===== src/rtl/log_compare_reduce_pkg.sv =====
// Shared types and width helpers for the streaming log-domain min/max reducer.
package log_compare_reduce_pkg;

    typedef enum logic [0:0] {
        OP_MAX = 1'b0,
        OP_MIN = 1'b1
    } reduce_op_t;

    typedef enum logic [0:0] {
        ST_IDLE  = 1'b0,
        ST_ACCUM = 1'b1
    } acc_state_t;

    function automatic int log_width(input int m, input int f);
        return m + f + 32'sd1;
    endfunction

    function automatic int beat_cnt_width(input int idx_bits, input int lanes);
        return idx_bits - $clog2(lanes);
    endfunction

    function automatic int lane_width(input int lanes);
        return (lanes > 32'sd1) ? $clog2(lanes) : 32'sd1;
    endfunction

endpackage


===== src/rtl/log_compare_reduce_lane_tree.sv =====
// Combinational reduction of one beat's unmasked lanes to a single extreme value.
// Log numbers are {sign, signed log2 magnitude}; most-negative log = zero, most-positive log = inf.
module log_compare_reduce_lane_tree
    import log_compare_reduce_pkg::*;
#(
    parameter int M     = 2,
    parameter int F     = 4,
    parameter int LANES = 4,
    localparam int W    = log_width(M, F),
    localparam int LW   = lane_width(LANES)
)(
    input  reduce_op_t           op,
    input  logic [LANES*W-1:0]   in_data,
    input  logic [LANES-1:0]     in_lane_valid,
    output logic [W-1:0]         out_value,
    output logic [LW-1:0]        out_lane,
    output logic                 out_any_valid,
    output logic                 out_any_inf
);
    localparam int L     = M + F;
    localparam int NODES = 2 * LANES - 1;

    function automatic logic is_inf(input logic [W-1:0] v);
        return v[L-1:0] == {1'b0, {(L-1){1'b1}}};
    endfunction

    function automatic logic is_zero(input logic [W-1:0] v);
        return v[L-1:0] == {1'b1, {(L-1){1'b0}}};
    endfunction

    // Strict a > b on finite values; any comparison involving inf is false.
    function automatic logic log_gt(input logic [W-1:0] a, input logic [W-1:0] b);
        logic signed [L-1:0] la;
        logic signed [L-1:0] lb;
        logic gt;
        la = a[L-1:0];
        lb = b[L-1:0];
        if (is_inf(a) || is_inf(b))      gt = 1'b0;
        else if (is_zero(a) && is_zero(b)) gt = 1'b0;
        else if (is_zero(a))             gt = b[W-1];
        else if (is_zero(b))             gt = !a[W-1];
        else if (a[W-1] != b[W-1])       gt = !a[W-1];
        else if (!a[W-1])                gt = la > lb;
        else                             gt = la < lb;
        return gt;
    endfunction

    logic [W-1:0]  val_s  [NODES];
    logic [LW-1:0] lane_s [NODES];
    logic          vld_s  [NODES];
    logic          inf_s  [NODES];
    logic          take_s;
    logic          better_s;

    // Heap-ordered tree: leaves at LANES-1+k, left child always holds the lower lanes.
    always_comb begin
        take_s   = 1'b0;
        better_s = 1'b0;
        for (int k = 0; k < LANES; k++) begin
            val_s[LANES-1+k]  = in_data[k*W +: W];
            lane_s[LANES-1+k] = LW'(k);
            vld_s[LANES-1+k]  = in_lane_valid[k];
            inf_s[LANES-1+k]  = in_lane_valid[k] & is_inf(in_data[k*W +: W]);
        end
        for (int n = LANES - 2; n >= 0; n--) begin
            better_s = (op == OP_MAX) ? log_gt(val_s[2*n+2], val_s[2*n+1])
                                      : log_gt(val_s[2*n+1], val_s[2*n+2]);
            take_s   = vld_s[2*n+2] &&
                       (!vld_s[2*n+1] || (!inf_s[2*n+1] && (inf_s[2*n+2] || better_s)));
            val_s[n]  = take_s ? val_s[2*n+2]  : val_s[2*n+1];
            lane_s[n] = take_s ? lane_s[2*n+2] : lane_s[2*n+1];
            vld_s[n]  = vld_s[2*n+1] | vld_s[2*n+2];
            inf_s[n]  = inf_s[2*n+1] | inf_s[2*n+2];
        end
        out_value     = val_s[0];
        out_lane      = lane_s[0];
        out_any_valid = vld_s[0];
        out_any_inf   = inf_s[0];
    end

endmodule


===== src/rtl/log_compare_reduce.sv =====
// Streaming multi-lane min/max reducer with argmin/argmax: input register, lane-tree
// register, then an accumulator that writes the result register on the last beat.
module log_compare_reduce
    import log_compare_reduce_pkg::*;
#(
    parameter int M        = 2,
    parameter int F        = 4,
    parameter int LANES    = 4,
    parameter int IDX_BITS = 16,
    localparam int W       = log_width(M, F)
)(
    input  logic                  clock,
    input  logic                  reset,
    input  reduce_op_t            op,
    input  logic                  in_valid,
    output logic                  in_ready,
    input  logic [LANES*W-1:0]    in_data,
    input  logic [LANES-1:0]      in_lane_valid,
    input  logic                  in_last,
    output logic                  out_valid,
    input  logic                  out_ready,
    output logic [W-1:0]          out_data,
    output logic [IDX_BITS-1:0]   out_index,
    output logic                  out_inf,
    output logic                  out_empty,
    output logic                  out_overflow
);
    localparam int CW    = beat_cnt_width(IDX_BITS, LANES);
    localparam int LW    = lane_width(LANES);
    localparam int LOG2L = $clog2(LANES);

    logic accept_s, step_s;
    reduce_op_t op_in_s;
    logic in_first_r, wrapped_r;
    reduce_op_t op_hold_r;
    logic [CW-1:0] cnt_r;

    logic p0_valid_r, p0_last_r, p0_ovf_r;
    logic [LANES*W-1:0] p0_data_r;
    logic [LANES-1:0] p0_mask_r;
    reduce_op_t p0_op_r;
    logic [CW-1:0] p0_beat_r;

    logic [W-1:0] t_val_s;
    logic [LW-1:0] t_lane_s;
    logic t_vld_s, t_inf_s;

    logic s1_valid_r, s1_last_r, s1_vld_r, s1_inf_r, s1_ovf_r;
    logic [W-1:0] s1_val_r;
    logic [IDX_BITS-1:0] s1_idx_r;
    reduce_op_t s1_op_r;

    acc_state_t state_r, state_nx_s;
    logic acc_vld_r, acc_inf_r, acc_ovf_r;
    logic [W-1:0] acc_val_r;
    logic [IDX_BITS-1:0] acc_idx_r;
    reduce_op_t acc_op_r;

    logic [W-1:0] m_val_s;
    logic [0:0] m_lane_s;
    logic m_vld_s, m_inf_s;

    logic [W-1:0] res_val_s;
    logic [IDX_BITS-1:0] res_idx_s;
    logic res_vld_s, res_inf_s, res_ovf_s;
    reduce_op_t res_op_s;

    // A held result stalls the entire pipeline.
    assign in_ready = !(out_valid && !out_ready);
    assign accept_s = in_valid && in_ready;
    assign step_s   = in_ready && s1_valid_r;
    assign op_in_s  = in_first_r ? op : op_hold_r;

    // Vector framing at the input: latched op, beat counter and sticky wrap flag.
    always_ff @(posedge clock or posedge reset) begin
        if (reset) begin
            in_first_r <= 1'b1;
            op_hold_r  <= OP_MAX;
            cnt_r      <= {CW{1'b0}};
            wrapped_r  <= 1'b0;
        end else if (accept_s) begin
            op_hold_r <= op_in_s;
            if (in_last) begin
                in_first_r <= 1'b1;
                cnt_r      <= {CW{1'b0}};
                wrapped_r  <= 1'b0;
            end else begin
                in_first_r <= 1'b0;
                cnt_r      <= cnt_r + 1'b1;
                wrapped_r  <= wrapped_r | (&cnt_r);
            end
        end
    end

    // Input pipeline register.
    always_ff @(posedge clock or posedge reset) begin
        if (reset) begin
            p0_valid_r <= 1'b0;
            p0_last_r  <= 1'b0;
            p0_ovf_r   <= 1'b0;
            p0_data_r  <= {(LANES*W){1'b0}};
            p0_mask_r  <= {LANES{1'b0}};
            p0_op_r    <= OP_MAX;
            p0_beat_r  <= {CW{1'b0}};
        end else if (in_ready) begin
            p0_valid_r <= in_valid;
            p0_last_r  <= in_last;
            p0_ovf_r   <= wrapped_r;
            p0_data_r  <= in_data;
            p0_mask_r  <= in_lane_valid;
            p0_op_r    <= op_in_s;
            p0_beat_r  <= cnt_r;
        end
    end

    log_compare_reduce_lane_tree #(.M(M), .F(F), .LANES(LANES)) u_lane_tree (
        .op            (p0_op_r),
        .in_data       (p0_data_r),
        .in_lane_valid (p0_mask_r),
        .out_value     (t_val_s),
        .out_lane      (t_lane_s),
        .out_any_valid (t_vld_s),
        .out_any_inf   (t_inf_s)
    );

    // Lane-tree result register; index is beat*LANES + lane, wrapping naturally.
    always_ff @(posedge clock or posedge reset) begin
        if (reset) begin
            s1_valid_r <= 1'b0;
            s1_last_r  <= 1'b0;
            s1_vld_r   <= 1'b0;
            s1_inf_r   <= 1'b0;
            s1_ovf_r   <= 1'b0;
            s1_val_r   <= {W{1'b0}};
            s1_idx_r   <= {IDX_BITS{1'b0}};
            s1_op_r    <= OP_MAX;
        end else if (in_ready) begin
            s1_valid_r <= p0_valid_r;
            s1_last_r  <= p0_last_r;
            s1_vld_r   <= t_vld_s;
            s1_inf_r   <= t_inf_s;
            s1_ovf_r   <= p0_ovf_r;
            s1_val_r   <= t_val_s;
            s1_idx_r   <= (IDX_BITS'(p0_beat_r) << LOG2L) | IDX_BITS'(t_lane_s);
            s1_op_r    <= p0_op_r;
        end
    end

    // Accumulator in lane 0 so it keeps ties against the incoming beat.
    log_compare_reduce_lane_tree #(.M(M), .F(F), .LANES(2)) u_merge (
        .op            (acc_op_r),
        .in_data       ({s1_val_r, acc_val_r}),
        .in_lane_valid ({s1_vld_r, acc_vld_r}),
        .out_value     (m_val_s),
        .out_lane      (m_lane_s),
        .out_any_valid (m_vld_s),
        .out_any_inf   (m_inf_s)
    );

    // Accumulator state register.
    always_ff @(posedge clock or posedge reset) begin
        if (reset) state_r <= ST_IDLE;
        else       state_r <= state_nx_s;
    end

    // Accumulator next-state logic.
    always_comb begin
        state_nx_s = state_r;
        case (state_r)
            ST_IDLE:  state_nx_s = (step_s && !s1_last_r) ? ST_ACCUM : ST_IDLE;
            ST_ACCUM: state_nx_s = (step_s && s1_last_r) ? ST_IDLE : ST_ACCUM;
            default:  state_nx_s = ST_IDLE;
        endcase
    end

    // First beat loads straight from the lane tree; later beats take the merge.
    always_comb begin
        res_val_s = s1_val_r;
        res_idx_s = s1_idx_r;
        res_vld_s = s1_vld_r;
        res_inf_s = s1_inf_r;
        res_ovf_s = s1_ovf_r;
        res_op_s  = s1_op_r;
        case (state_r)
            ST_IDLE: res_op_s = s1_op_r;
            ST_ACCUM: begin
                res_val_s = m_val_s;
                res_idx_s = m_lane_s[0] ? s1_idx_r : acc_idx_r;
                res_vld_s = m_vld_s;
                res_inf_s = m_inf_s;
                res_ovf_s = acc_ovf_r | s1_ovf_r;
                res_op_s  = acc_op_r;
            end
            default: res_op_s = s1_op_r;
        endcase
    end

    // Accumulator registers, cleared when a vector completes.
    always_ff @(posedge clock or posedge reset) begin
        if (reset) begin
            acc_vld_r <= 1'b0;
            acc_inf_r <= 1'b0;
            acc_ovf_r <= 1'b0;
            acc_val_r <= {W{1'b0}};
            acc_idx_r <= {IDX_BITS{1'b0}};
            acc_op_r  <= OP_MAX;
        end else if (step_s) begin
            if (s1_last_r) begin
                acc_vld_r <= 1'b0;
                acc_inf_r <= 1'b0;
                acc_ovf_r <= 1'b0;
                acc_val_r <= {W{1'b0}};
                acc_idx_r <= {IDX_BITS{1'b0}};
                acc_op_r  <= OP_MAX;
            end else begin
                acc_vld_r <= res_vld_s;
                acc_inf_r <= res_inf_s;
                acc_ovf_r <= res_ovf_s;
                acc_val_r <= res_val_s;
                acc_idx_r <= res_idx_s;
                acc_op_r  <= res_op_s;
            end
        end
    end

    // Result register; a vector with no unmasked lanes reports empty with zeroed fields.
    always_ff @(posedge clock or posedge reset) begin
        if (reset) begin
            out_valid    <= 1'b0;
            out_data     <= {W{1'b0}};
            out_index    <= {IDX_BITS{1'b0}};
            out_inf      <= 1'b0;
            out_empty    <= 1'b0;
            out_overflow <= 1'b0;
        end else if (step_s && s1_last_r) begin
            out_valid    <= 1'b1;
            out_data     <= res_vld_s ? res_val_s : {W{1'b0}};
            out_index    <= res_vld_s ? res_idx_s : {IDX_BITS{1'b0}};
            out_inf      <= res_vld_s & res_inf_s;
            out_empty    <= !res_vld_s;
            out_overflow <= res_ovf_s;
        end else if (out_ready) begin
            out_valid <= 1'b0;
        end
    end

endmodule


===== config.mk =====
export PLATFORM = sky130hd
export DESIGN_NAME = log_compare_reduce
export DESIGN_NICKNAME = d
export VERILOG_FILES = /design/src/rtl/log_compare_reduce_pkg.sv /design/src/rtl/log_compare_reduce_lane_tree.sv /design/src/rtl/log_compare_reduce.sv
export SDC_FILE = /design/constraint.sdc
export NUM_CORES = 1
export LEC_CHECK = 0
export ABC_AREA = 1
export ABC_CLOCK_PERIOD_IN_PS = 15500
export CORE_MARGIN = 10
export CORE_UTILIZATION = 60
export DETAILED_ROUTE_END_ITERATION = 6
export GPL_ROUTABILITY_DRIVEN = 0
export PLACE_DENSITY = 0.92
export SYNTH_ARGS = -nofsm -noshare
export SYNTH_HDL_FRONTEND = slang
export SYNTH_SLANG_ARGS = --single-unit

===== constraint.sdc =====
create_clock -name clock -period 15.5 [get_ports clock]
set_input_delay 3.875 -clock clock [delete_from_list [all_inputs] [get_ports clock]]
set_output_delay 3.875 -clock clock [all_outputs]
set_load 0.005 [all_outputs]

# == Yosys cells after proc, flatten, opt, wreduce, memory -nomap -nowiden ==
# Cells that the tools add are included.
# word_totals
ff_bits,150
input_bits,38
output_inout_bits,28
wordCells,227
# classes
n_reduce_logical,52
eq_ne,25
n_bitwise,19
mux,83
add_sub_neg,1
order_cmp,16
# op_table
operator,n
$mux W1,69
$mux W16,4
$mux W7,7
$eq A6 B5 Y1 const B,8
$eq A6 B6 Y1 const B,8
$gt A6 B6 Y1,8
$lt A6 B6 Y1,8
$logic_not A1 Y1,20
$logic_and A1 B1 Y1,17
$or A16 B2 Y16,1
$add A14 B1 Y14 const B,1
$mux W14,1
$reduce_and A14 Y1,1
$logic_or A1 B1 Y1,12
$or A1 B1 Y1,10
$ne A1 B1 Y1,8
$and A1 B1 Y1,7
$mux W2,1
$ne A2 B2 Y1 const B,1
$pmux W1 S2,1
$reduce_and A2 Y1,1
$reduce_bool A2 Y1,1
$not A1 Y1,1

# == Longest topological paths before layout ==
# depth
word_depth,27
ltp_mapped,44
mapped_depth_nobuf,43

# == Modules after synthesis ==
# A second synthesis with hierarchy kept.
# unflattened
hier_cells,1133
area_unflattened_um2,8291.7
# modules_own_cells
module,seq_area_each_um2,n_inst,cells_each,area_each_um2
log_compare_reduce,3754.9,1,712,6214.7
log_compare_reduce_lane_tree (u_lane_tree),0.0,1,321,1580.3
log_compare_reduce_lane_tree (u_merge),0.0,1,100,496.7

# == Worst setup path before layout ==
# Ideal clock, no wire load.
# synth_path
path_kind,input -> output
startpoint,in out_ready
endpoint,out in_ready
path_stages,4
setup_slack_ps,7038
required_time_ps,11625
t_arrival_ps,4587
path_buffers,2
path_cell_list,nor2_1 -> inv_1 -> clkbuf_1 -> buf_1
# synth_via
elab_chain_cells,3
# synth_rtl
item,line,text
start: declaration,log_compare_reduce.sv:21,"input logic out_ready,"
$logic_not A1 Y1,log_compare_reduce.sv:69,assign in_ready = !(out_valid && !out_ready);
$logic_and A1 B1 Y1,log_compare_reduce.sv:69,
$logic_not A1 Y1,log_compare_reduce.sv:69,
end: declaration,log_compare_reduce.sv:16,"output logic in_ready,"
# No other way between the ends.

# == Final worst setup path ==
# Ends and elaborated chain as after synthesis.

==> results.json <==
{
  "end_kind": "output port",
  "cp_num_buf_inv": 4,
  "setup_violations": 0,
  "yosysTopAreaCellShare_pct": 47.2,
  "die_h_um": 135,
  "slew_headroom_pct": 28.6,
  "final_area_mm2": 0.00929,
  "critPathRequiredTime_ns": 11.62,
  "hp-start": "out_index[10]",
  "path_class": "primary input to output port",
  "critPathMaxFanout": 57,
  "worstPathCellList": "clkdlybuf4s50_1, nor2_4, buf_4, inv_2, clkdlybuf4s50_1",
  "drt_pre_antenna_iters": 7,
  "cts_resized": 0,
  "final_cell_mix": "328 x nand2_1, 149 x dfrtp_1, 124 x inv_1",
  "synthMuxAreaShare_pct": 0,
  "grt_usage_pct": 22.1,
  "port-buffer-count": 65,
  "syn2layout_area_growth_pct": 17.6,
  "r2r-start": "p0_data_r[19]",
  "cts_root_buf": "clkbuf_16",
  "drtIter0Drc": 865,
  "ctsHtreeMaxLevel": 4,
  "synth_area_leaders": "dfrtp_1 47%, nand2_1 16%, nand3_1 7.2%, inv_1 6.0%, o21ai_0 5.3%",
  "fin_nets": 1154,
  "die_w_um": 135,
  "synth_area_mm2": 0.00790,
  "start_util_pct": 61.9,
  "period_needed_ns": 9.31,
  "worstMarginPinSlew_ns": 1.07,
  "cts.reportedPaths.clkPinSlew_ns": 0.06,
  "grt_pass1_vias": 7161,
  "grt_pass1_wl_um": 33200,
  "syn-instance-count": 1036,
  "synth_ff_type": "dfrtp_1",
  "power.share.switching_pct": 43.2,
  "ir_worst_vdd_v": 0.000128,
  "numCtsBuffers": 17,
  "grt_max_degree": 105,
  "clk_latency_ns": 0.43,
  "path_delay_family": "buffers and inverters",
  "slowest_delay_ns": 0.46,
  "p_sw_mw": 0.806,
  "fmax_mhz": 107,
  "final_common_cell": "nand2_1",
  "dieArea_mm2": 0.0182,
  "post-cts-setup-buffer-count": 0,
  "start_kind": "primary input",
  "syn_nets": 1099,
  "dp_hpwl_um": 13100,
  "tns_ns": 0,
  "critPathArrivalTime_ns": 5.43,
  "ios": 66,
  "holdWs_ns": 0.476,
  "final_max_slew_viol_count": 0,
  "drc": 0,
  "synth-edff-count": 0,
  "seq_area_frac_synth_pct": 47.5,
  "ant_nets": 0,
  "cts.sinks": 150,
  "combPwrFrac_pct": 46.0,
  "power.density_mw_per_mm2": 201,
  "fin_skew_ns": 0.00770,
  "fill_cells": 911,
  "yosys_warnings": 0,
  "post_synth_num_cell_types": 35,
  "globalRoute.totalOverflow": 0,
  "hold_path_class": "flop to flop",
  "startpoint": "out_ready",
  "synth_xor_area_share_pct": 0.222,
  "grt_antenna_before_repair": 0,
  "p_clk_share_pct": 22.9,
  "fp.coreArea_mm2": 0.0128,
  "yosys.area_share.simple_pct": 32.2,
  "routedWlPerCell_um": 15.4,
  "via_per_inst": 5.76,
  "fin_crit_sh_pct": 60.0,
  "synthAdderAreaFrac_pct": 3.96,
  "grt_setup_unrepaired": "false",
  "seq_power_share_pct": 31.1,
  "crit_top_cell": "clkdlybuf4s50_1",
  "place_ws_ns": 6.20,
  "p_int_mw": 1.06,
  "maxCapViolations": 0,
  "synth_top_family_by_area": "simple AND/OR/NAND/NOR gates",
  "yosys.area.top_type": "dfrtp_1",
  "vias": 7345,
  "hold_viol_final": 0,
  "avgSynthCellArea_um2": 7.63,
  "synthArstFlopShare_pct": 100,
  "synth_compound_area_share_pct": 8.19,
  "cts_hold_buf": 0,
  "antennaDiodeCount": 0,
  "synth_seq_cells": 150,
  "max-clock-path-buffers": 2,
  "drive_gt1_share_pct": 6.52,
  "tritoncts": "yes",
  "status": "finished clean",
  "worst_path_max_delay_cell": "clkdlybuf4s50_1",
  "totalWireLength_um": 19600,
  "placed_area_mm2": 0.00868,
  "total_power_mw": 1.86,
  "leakage_nw": 4.76,
  "fp-row-count": 41,
  "final.setup.worst_slack_ns": 6.19
}
-- cell usage after synthesis (all sizes together) (12+ instances only) --
cell	number
a21oi	22
nand3b	17
dfrtp	149
inv	128
nand2	353
nand4	12
nor2	57
nand3	114
nor3	15
clkbuf	24
ha	25
o21ai	86
-- area by class of cell --
cell class	instances	area, um2	share of cell area, %
Clock buffer	24	492	5.29
Clock inverter	8	120	1.29
Inverter	129	489	5.27
Multi-Input combinational cell	723	3530	38.0
Sequential cell	150	3750	40.4
Tap cell	172	215	2.32
Timing Repair Buffer	70	688	7.41
-- metal layers --
| layer | wire, um | GRT usage [%] |
|---|---|---|
| met4 | 611 | 9.25 |
| met3 | 1670 | 5.49 |
| met5 | 0 | 0 |
| met2 | 9520 | 36.7 |
| met1 | 7840 | 26.8 |
-- state kept, by name, indices dropped and copies added (netlist names), 4 cells and up, named ones only --
register and count:
out_index 16, p0_beat_r 14, s1_idx_r 16, cnt_r 14, acc_val_r 7, s1_val_r 7
p0_data_r 28, p0_mask_r 4, acc_idx_r 16, out_data 7
-- cells by family (layout without fill, tap and decap cells) --
| family | count (synthesis) | in the layout |
|---|---|---|
| DFF | 150 | 150 |
| AOI/OAI and AO/OA | 121 | 121 |
| xor gates and xnor gates | 2 | 2 |
| buffers and inverters | 163 | 231 |
| adders and majority gates | 25 | 25 |
| and+or+nand+nor | 575 | 575 |
-- power groups by stage --
| stage | registers, mW | logic, mW | clock network, mW |
|---|---|---|---|
| after floorplan | 0.550 | 0.625 | 0 |
| after global placement | 0.575 | 0.789 | 0 |
| after detailed placement | 0.579 | 0.827 | 0 |
| after CTS | 0.575 | 0.846 | 0.428 |
| after global routing | 0.589 | 0.973 | 0.445 |
| final | 0.580 | 0.857 | 0.428 |
-- worst min-delay path, cell delays in order (launching register included) --
cell	delay (ns)
dfrtp_1	0.34
nand2_1	0.05
nand2_1	0.05
-- path summary, 6_finish.rpt --
kind	to	slack [ns]	depth (start not counted)
min in group asynchronous	p0_data_r[23]	3.94	2
worst min-delay path	out_index[10]	0.48	2
worst max register to register	s1_val_r[0]	10.77	39
worst max-delay path	in_ready	6.19	5
max in group asynchronous	p0_data_r[5]	10.19	3
worst min register to register	out_index[10]	0.48	2
-- per-stage QoR --
step | std cells | utilization, %
final | 1276 | 72.7
after CTS | 1276 | 72.7
after global routing | 1276 | 72.7
after detailed placement | 1244 | 67.9
after global placement | 1244 | 67.9
after floorplan | 1036 | -
(Power assumes the default switching activity.)
